`src/rtl/cpu_checker_ext.sv`:
```
// Trace-line checker for "^time@pc: $grf <= data#" and "^time@pc: *addr <= data#".
// It validates line syntax, flags illegal field values and counts well-formed lines.
module cpu_checker_ext #(
   parameter int unsigned TIME_DIGITS = 4,
   parameter int unsigned HEX_DIGITS  = 8,
   parameter int unsigned GRF_DIGITS  = 4,
   parameter int unsigned FREQ_W      = 16,
   parameter logic [31:0] PC_MIN      = 32'h0000_3000,
   parameter logic [31:0] PC_MAX      = 32'h0000_4fff,
   parameter logic [31:0] ADDR_MAX    = 32'h0000_2fff,
   parameter bit          ALLOW_UPPER = 1'b0,
   parameter int unsigned CNT_W       = 16
) (
   input  logic              clk,
   input  logic              reset,
   input  logic [7:0]        char,
   input  logic [FREQ_W-1:0] freq,
   output logic [1:0]        format_type,
   output logic [3:0]        error_code,
   output logic [CNT_W-1:0]  line_count
);

   localparam int unsigned CW = 5;
   localparam int unsigned GW = GRF_DIGITS * 4;

   localparam logic [7:0] C_CARET = 8'h5e;
   localparam logic [7:0] C_AT    = 8'h40;
   localparam logic [7:0] C_COLON = 8'h3a;
   localparam logic [7:0] C_SPACE = 8'h20;
   localparam logic [7:0] C_DOL   = 8'h24;
   localparam logic [7:0] C_STAR  = 8'h2a;
   localparam logic [7:0] C_LT    = 8'h3c;
   localparam logic [7:0] C_EQ    = 8'h3d;
   localparam logic [7:0] C_HASH  = 8'h23;

   typedef enum logic [3:0] {
      S_IDLE, S_CARET, S_TIME, S_AT, S_COLON,
      S_REG_DOL, S_REG_NUM, S_MEM_STAR, S_MEM_ADDR,
      S_PRE_LT, S_LT, S_EQ, S_DATA, S_DONE_REG, S_DONE_MEM
   } state_t;

   state_t            state_q;
   logic [CW-1:0]     cnt_q;
   logic [31:0]       time_acc_q;
   logic [31:0]       pc_acc_q;
   logic [31:0]       addr_acc_q;
   logic [GW-1:0]     grf_acc_q;
   logic              is_mem_q;
   logic [3:0]        err_q;
   logic [CNT_W-1:0]  line_count_q;

   logic              is_dec;
   logic              is_hex;
   logic [3:0]        nib;
   logic [3:0]        err_d;
   logic [FREQ_W-1:0] fmask;
   logic [63:0]       fmask_wide;

   // Letters keep their value in the low nibble offset by 9 ('a'/'A' -> 1 + 9 = 10).
   // NOTE: every combinational output gets a default first so no latch is inferred.
   always_comb begin
      is_dec = 1'b0;
      is_hex = 1'b0;
      nib    = 4'd0;
      if (char >= 8'h30 && char <= 8'h39) begin
         is_dec = 1'b1;
         is_hex = 1'b1;
         nib    = char[3:0];
      end else if (char >= 8'h61 && char <= 8'h66) begin
         is_hex = 1'b1;
         nib    = char[3:0] + 4'd9;
      end else if (ALLOW_UPPER && char >= 8'h41 && char <= 8'h46) begin
         is_hex = 1'b1;
         nib    = char[3:0] + 4'd9;
      end
   end

   // Error vector as it would be captured if the current char is the closing '#'.
   always_comb begin
      fmask      = (freq >> 1) - FREQ_W'(1);
      fmask_wide = 64'(fmask);
      err_d      = 4'b0000;
      err_d[0]   = |({32'd0, time_acc_q} & fmask_wide);
      err_d[1]   = (pc_acc_q < PC_MIN) || (pc_acc_q > PC_MAX) || (pc_acc_q[1:0] != 2'b00);
      err_d[2]   = is_mem_q && ((addr_acc_q > ADDR_MAX) || (addr_acc_q[1:0] != 2'b00));
      err_d[3]   = !is_mem_q && (32'(grf_acc_q) >= 32'd32);
   end

   // NOTE: sequential state uses non-blocking assignments so all registers update together.
   always_ff @(posedge clk or posedge reset) begin
      if (reset) begin
         state_q      <= S_IDLE;
         cnt_q        <= '0;
         time_acc_q   <= '0;
         pc_acc_q     <= '0;
         addr_acc_q   <= '0;
         grf_acc_q    <= '0;
         is_mem_q     <= 1'b0;
         err_q        <= 4'b0000;
         line_count_q <= '0;
      end else if (char == C_CARET) begin
         state_q    <= S_CARET;
         cnt_q      <= '0;
         time_acc_q <= '0;
         pc_acc_q   <= '0;
         addr_acc_q <= '0;
         grf_acc_q  <= '0;
         is_mem_q   <= 1'b0;
      end else begin
         state_q <= S_IDLE;
         case (state_q)
            S_CARET: begin
               if (is_dec) begin
                  state_q    <= S_TIME;
                  time_acc_q <= 32'(nib);
                  cnt_q      <= CW'(1);
               end
            end
            S_TIME: begin
               if (is_dec && cnt_q < CW'(TIME_DIGITS)) begin
                  state_q    <= S_TIME;
                  time_acc_q <= time_acc_q * 32'd10 + 32'(nib);
                  cnt_q      <= cnt_q + CW'(1);
               end else if (char == C_AT) begin
                  state_q <= S_AT;
                  cnt_q   <= '0;
               end
            end
            S_AT: begin
               if (is_hex && cnt_q < CW'(HEX_DIGITS)) begin
                  state_q  <= S_AT;
                  pc_acc_q <= {pc_acc_q[27:0], nib};
                  cnt_q    <= cnt_q + CW'(1);
               end else if (char == C_COLON && cnt_q == CW'(HEX_DIGITS)) begin
                  state_q <= S_COLON;
                  cnt_q   <= '0;
               end
            end
            S_COLON: begin
               if (char == C_SPACE) begin
                  state_q <= S_COLON;
               end else if (char == C_DOL) begin
                  state_q  <= S_REG_DOL;
                  is_mem_q <= 1'b0;
               end else if (char == C_STAR) begin
                  state_q  <= S_MEM_STAR;
                  is_mem_q <= 1'b1;
               end
            end
            S_REG_DOL: begin
               if (is_dec) begin
                  state_q   <= S_REG_NUM;
                  grf_acc_q <= GW'(nib);
                  cnt_q     <= CW'(1);
               end
            end
            S_REG_NUM: begin
               if (is_dec && cnt_q < CW'(GRF_DIGITS)) begin
                  state_q   <= S_REG_NUM;
                  grf_acc_q <= grf_acc_q * GW'(10) + GW'(nib);
                  cnt_q     <= cnt_q + CW'(1);
               end else if (char == C_SPACE) begin
                  state_q <= S_PRE_LT;
               end else if (char == C_LT) begin
                  state_q <= S_LT;
               end
            end
            S_MEM_STAR: begin
               if (is_hex) begin
                  state_q    <= S_MEM_ADDR;
                  addr_acc_q <= 32'(nib);
                  cnt_q      <= CW'(1);
               end
            end
            S_MEM_ADDR: begin
               if (is_hex && cnt_q < CW'(HEX_DIGITS)) begin
                  state_q    <= S_MEM_ADDR;
                  addr_acc_q <= {addr_acc_q[27:0], nib};
                  cnt_q      <= cnt_q + CW'(1);
               end else if (cnt_q == CW'(HEX_DIGITS) && char == C_SPACE) begin
                  state_q <= S_PRE_LT;
               end else if (cnt_q == CW'(HEX_DIGITS) && char == C_LT) begin
                  state_q <= S_LT;
               end
            end
            S_PRE_LT: begin
               if (char == C_SPACE) state_q <= S_PRE_LT;
               else if (char == C_LT) state_q <= S_LT;
            end
            S_LT: begin
               if (char == C_EQ) state_q <= S_EQ;
            end
            S_EQ: begin
               if (char == C_SPACE) begin
                  state_q <= S_EQ;
               end else if (is_hex) begin
                  state_q <= S_DATA;
                  cnt_q   <= CW'(1);
               end
            end
            S_DATA: begin
               if (is_hex && cnt_q < CW'(HEX_DIGITS)) begin
                  state_q <= S_DATA;
                  cnt_q   <= cnt_q + CW'(1);
               end else if (char == C_HASH && cnt_q == CW'(HEX_DIGITS)) begin
                  state_q <= is_mem_q ? S_DONE_MEM : S_DONE_REG;
                  err_q   <= err_d;
                  if (line_count_q != '1) line_count_q <= line_count_q + CW'(0) + CNT_W'(1);
               end
            end
            default: state_q <= S_IDLE;
         endcase
      end
   end

   assign format_type = (state_q == S_DONE_REG) ? 2'b01 :
                        (state_q == S_DONE_MEM) ? 2'b10 : 2'b00;
   assign error_code  = (format_type != 2'b00) ? err_q : 4'b0000;
   assign line_count  = line_count_q;

endmodule

```
`config.mk`:
```
export PLATFORM = sky130hd
export DESIGN_NAME = cpu_checker_ext
export DESIGN_NICKNAME = d
export VERILOG_FILES = /design/src/rtl/cpu_checker_ext.sv
export SDC_FILE = /design/constraint.sdc
export NUM_CORES = 1
export LEC_CHECK = 0
export ABC_CLOCK_PERIOD_IN_PS = 9900
export BUFFER_PORTS_ARGS = -buffer_cell sky130_fd_sc_hd__buf_4
export CELL_PAD_IN_SITES_DETAIL_PLACEMENT = 1
export CELL_PAD_IN_SITES_GLOBAL_PLACEMENT = 1
export CORE_ASPECT_RATIO = 1.1
export CORE_MARGIN = 4
export CORE_UTILIZATION = 43
export CTS_BUF_LIST = sky130_fd_sc_hd__clkbuf_16
export DETAILED_ROUTE_END_ITERATION = 8
export PLACE_DENSITY = 0.73
export SYNTH_ARGS = -nofsm -noshare
export SYNTH_HDL_FRONTEND = slang
export SYNTH_SLANG_ARGS = --single-unit
```
`constraint.sdc`:
```
create_clock -name clk -period 9.9 [get_ports clk]
set_input_delay 0.99 -clock clk [delete_from_list [all_inputs] [get_ports clk]]
set_output_delay 0.99 -clock clk [all_outputs]
set_load 0.1 [all_outputs]
```
==> PnR_summary.wiki <==
{| class="wikitable"
! Metric !! Value
|-
| Fraction of synthesized cell area taken by the top area cell type || 0.3850
|-
| Top area cells in the synthesized netlist || dfrtp_1 (39%), ha_1 (9.0%), nand2_1 (8.3%)
|-
| Sink count of the clock tree || around 130
|-
| Synth Warn # || 0
|-
| Post-cts resize count || 0
|-
| H-tree depth || 4
|-
| Via count of the first global-routing pass || between 7,000 and 8,000
|-
| Smallest hold slack || about 0.47 ns
|-
| Number of detailed-routing iterations run before antenna repair || 4
|-
| Most used DFF post-synth || dfrtp_1
|-
| Detailed-route vias per instance || roughly 5.7
|-
| Fin crit share || 0.4999
|-
| Biggest fanout along the worst timing path || 6
|-
| Post-synthesis cell area || roughly 8200 um2
|-
| Flops & latches, synth || approximately 130
|-
| Sort of element at the start of the critical path || primary input
|-
| Mapped Cells || between 900 and 1,000
|-
| Cell with the most instances after synthesis || nand2_1
|-
| Worst IR drop on VDD || 0.00009733 V
|-
| Setup TNS || 0 ns
|-
| Fin nets || 1,059
|-
| PortBufs || 46
|-
| Placed instance count || roughly 1,200
|-
| Fillers || roughly 2,200
|-
| Path class of the lowest-slack min-delay path || reg2reg
|-
| Core region area || between 15,000 and 20,000 um2
|-
| Post-synthesis cell type with the largest combined area || dfrtp_1
|-
| Headroom to the max-slew limit || 0.2515
|-
| CTS tree || done
|-
| Async set-reset flop share out of synthesis || 1.000
|-
| Seq/Total Area, Yosys || 0.3850
|-
| Num CTS Buffers || 17
|-
| GRT Overall Usage || 0.2043
|-
| Congestion Overflow GR || 0
|-
| Commonest cells in the netlist || nand2_1 (182), dfrtp_1 (126), a21oi_1 (61)
|-
| Unrepaired setup endpoints after global routing || no
|-
| Initial core utilization || 0.4416
|-
| Crit path kind || in2reg
|-
| Number of buffers inserted by hold repair at cts || 0
|-
| P_leak || about 4.5 nW
|-
| Maximum clock rate || between 200 and 250 MHz
|-
| N_diodes || 0
|-
| Initial antenna violation count || 0
|-
| Worst Tran Pin Value || 1.123 ns
|-
| Die Ht || around 150 um
|-
| Remaining number of nets flagged by the antenna check after routing || 0
|-
| Die X-Extent || between 100 and 150 um
|-
| Deepest clock path buffer count || 2
|-
| Clock latency of the later-clocked register in the worst-skew pair || approximately 0.42 ns
|-
| Number of design rule violations left after detail routing || 0
|-
| Fraction of layout cells with a size suffix above 1 || 0.1099
|-
| Power Density || roughly 130 nW/um2
|-
| Number of enable-type register cells in the synthesized netlist || 0
|-
| Number of non-filler instances in the completed layout || between 1,000 and 1,500
|-
| Data required time of the worst path || between 10 and 15 ns
|-
| Estimated wirelength of the detail-placed design || 15.56 mm
|-
| Final Max Tran Viols || 0
|-
| Number of setup buffers added after CTS || 0
|-
| Number of top-level design ports || 48
|-
| Die Footprint || between 20,000 and 25,000 um2
|-
| Number of hold violations in the final report || 0
|-
| First-iteration detailed-routing DRC count || about 360
|-
| Data arrival time of the worst path || roughly 5.3 ns
|-
| Number of failing setup endpoints in the final timing report || 0
|-
| Post-Synthesis Net Count || about 1,000
|-
| Utilization after layout || 0.5055
|-
| Post-layout minimum cycle time || 4.949 ns
|-
| Number of unique standard cell types used by synthesis || 76
|-
| Worst setup EP type || flip-flop
|-
| Via count || 6,951
|-
| Clock root buffer || clkbuf_16
|-
| Post-Route WL || ~21 mm
|-
| Post-Syn Area per Cell || between 8 and 9 um2
|-
| Clock Pin Slew Worst Setup and Hold Paths || 0.06 ns
|-
| Count of standard-cell rows || 52
|-
| Area added between synthesis and finish || 14.45%
|-
| Max-Cap Viols || 0
|-
| Pin count of the biggest net entering global routing || 75
|-
| Wire length of the first global-routing pass || roughly 36 mm
|-
| Clock Skew || roughly 0.015 ns
|-
| Wire length per cell after detailed routing || about 17 um
|-
| Result of the run || finished, final reports clean
|-
| Weighted congestion at the end of routability-driven global placement || 0.8628
|}
==> layout by cell type, fill, tap and decap left out, types with 21 or more instances in the layout <==
master / instances
a21oi_1: 61
xnor2_1: 38
nor4_1: 21
nand2_1: 182
nand3_1: 58
xor2_1: 28
ha_1: 59
buf_4: 51
o21ai_0: 35
nor2_1: 55
dfrtp_1: 126
inv_1: 29
==> power by group <==
group	internal (mW)	switching (mW)
registers	0.520	0.00617
logic	0.0222	0.0365
clock network	0.420	0.236
total	0.962	0.278
==> logic make-up after synthesis <==
group                    Yosys count  share of synthesized area
AO/OA/AOI/OAI                    180                     0.1449
adder cells (fa/ha/maj)           63                    0.09992
flip-flops                       126                     0.3850
multiplexers                       8                    0.01054
buffers and inverters             61                    0.02918
XOR/XNOR                          67                    0.07258
AND/OR/NAND/NOR                  426                     0.2579
==> flip-flops by register name, indices dropped and copies added (netlist names), 4 cells and up <==
| register | flops |
|---|---|
| pc_acc_q | 32 |
| line_count | 16 |
| addr_acc_q | 32 |
| state_q | 4 |
| cnt_q | 5 |
| err_q | 4 |
| grf_acc_q | 16 |
| time_acc_q | 16 |
==> stage by stage <==
stage	setup slack [ns]	power (mW)	instance area, um2
after detailed placement	4.506	0.5952	8755
after CTS	4.955	1.255	9373
after global routing	4.708	1.290	9373
final	4.951	1.240	9373
after global placement	4.639	0.5938	8755
after floorplan	5.226	0.5705	8189
==> final cells by class <==
class	count	area [um2]	area share
Multi-Input combinational cell	744	4800	0.5121
Sequential cell	126	3153	0.3364
Timing Repair Buffer	51	382.9	0.04085
Inverter	30	115.1	0.01228
Clock inverter	15	192.7	0.02056
Tap cell	243	304.0	0.03244
Clock buffer	17	425.4	0.04539
==> layer usage <==
metal	global-route usage	routed length [um]	up-vias
li1	-	-	3388
met4	0.05676	291	0
met2	0.3314	10160	93
met3	0.03766	674	19
met1	0.2816	10020	3451
met5	0	0	-
==> critical path: stages <==
cell,delay (ns)
buf_4,0.11
inv_1,0.06
ha_1,0.23
or3b_1,0.17
nand4b_1,0.21
o21ai_0,0.71
inv_1,0.23
fa_1,0.50
nor2b_1,0.13
o21ai_1,0.10
or3_4,0.40
or4_4,0.56
nor3_4,0.25
mux2_1,0.34
a211o_1,0.26
==> worst paths after layout <==
check / start / depth (start not counted) / endpoint / slack [ns]
max reg2reg: time_acc_q[3]$_DFFE_PP0P_ / 11 / time_acc_q[15]$_DFFE_PP0P_ / 6.28
min in group asynchronous: reset / 2 / line_count[3]$_DFFE_PP0P_ / 0.76
max: char[0] / 15 / time_acc_q[15]$_DFFE_PP0P_ / 4.95
min reg2reg: addr_acc_q[3]$_DFFE_PP0P_ / 2 / addr_acc_q[3]$_DFFE_PP0P_ / 0.47
max in group asynchronous: reset / 3 / addr_acc_q[22]$_DFFE_PP0P_ / 7.86
min: addr_acc_q[3]$_DFFE_PP0P_ / 2 / addr_acc_q[3]$_DFFE_PP0P_ / 0.47
Power figures use the tool's default switching activity.
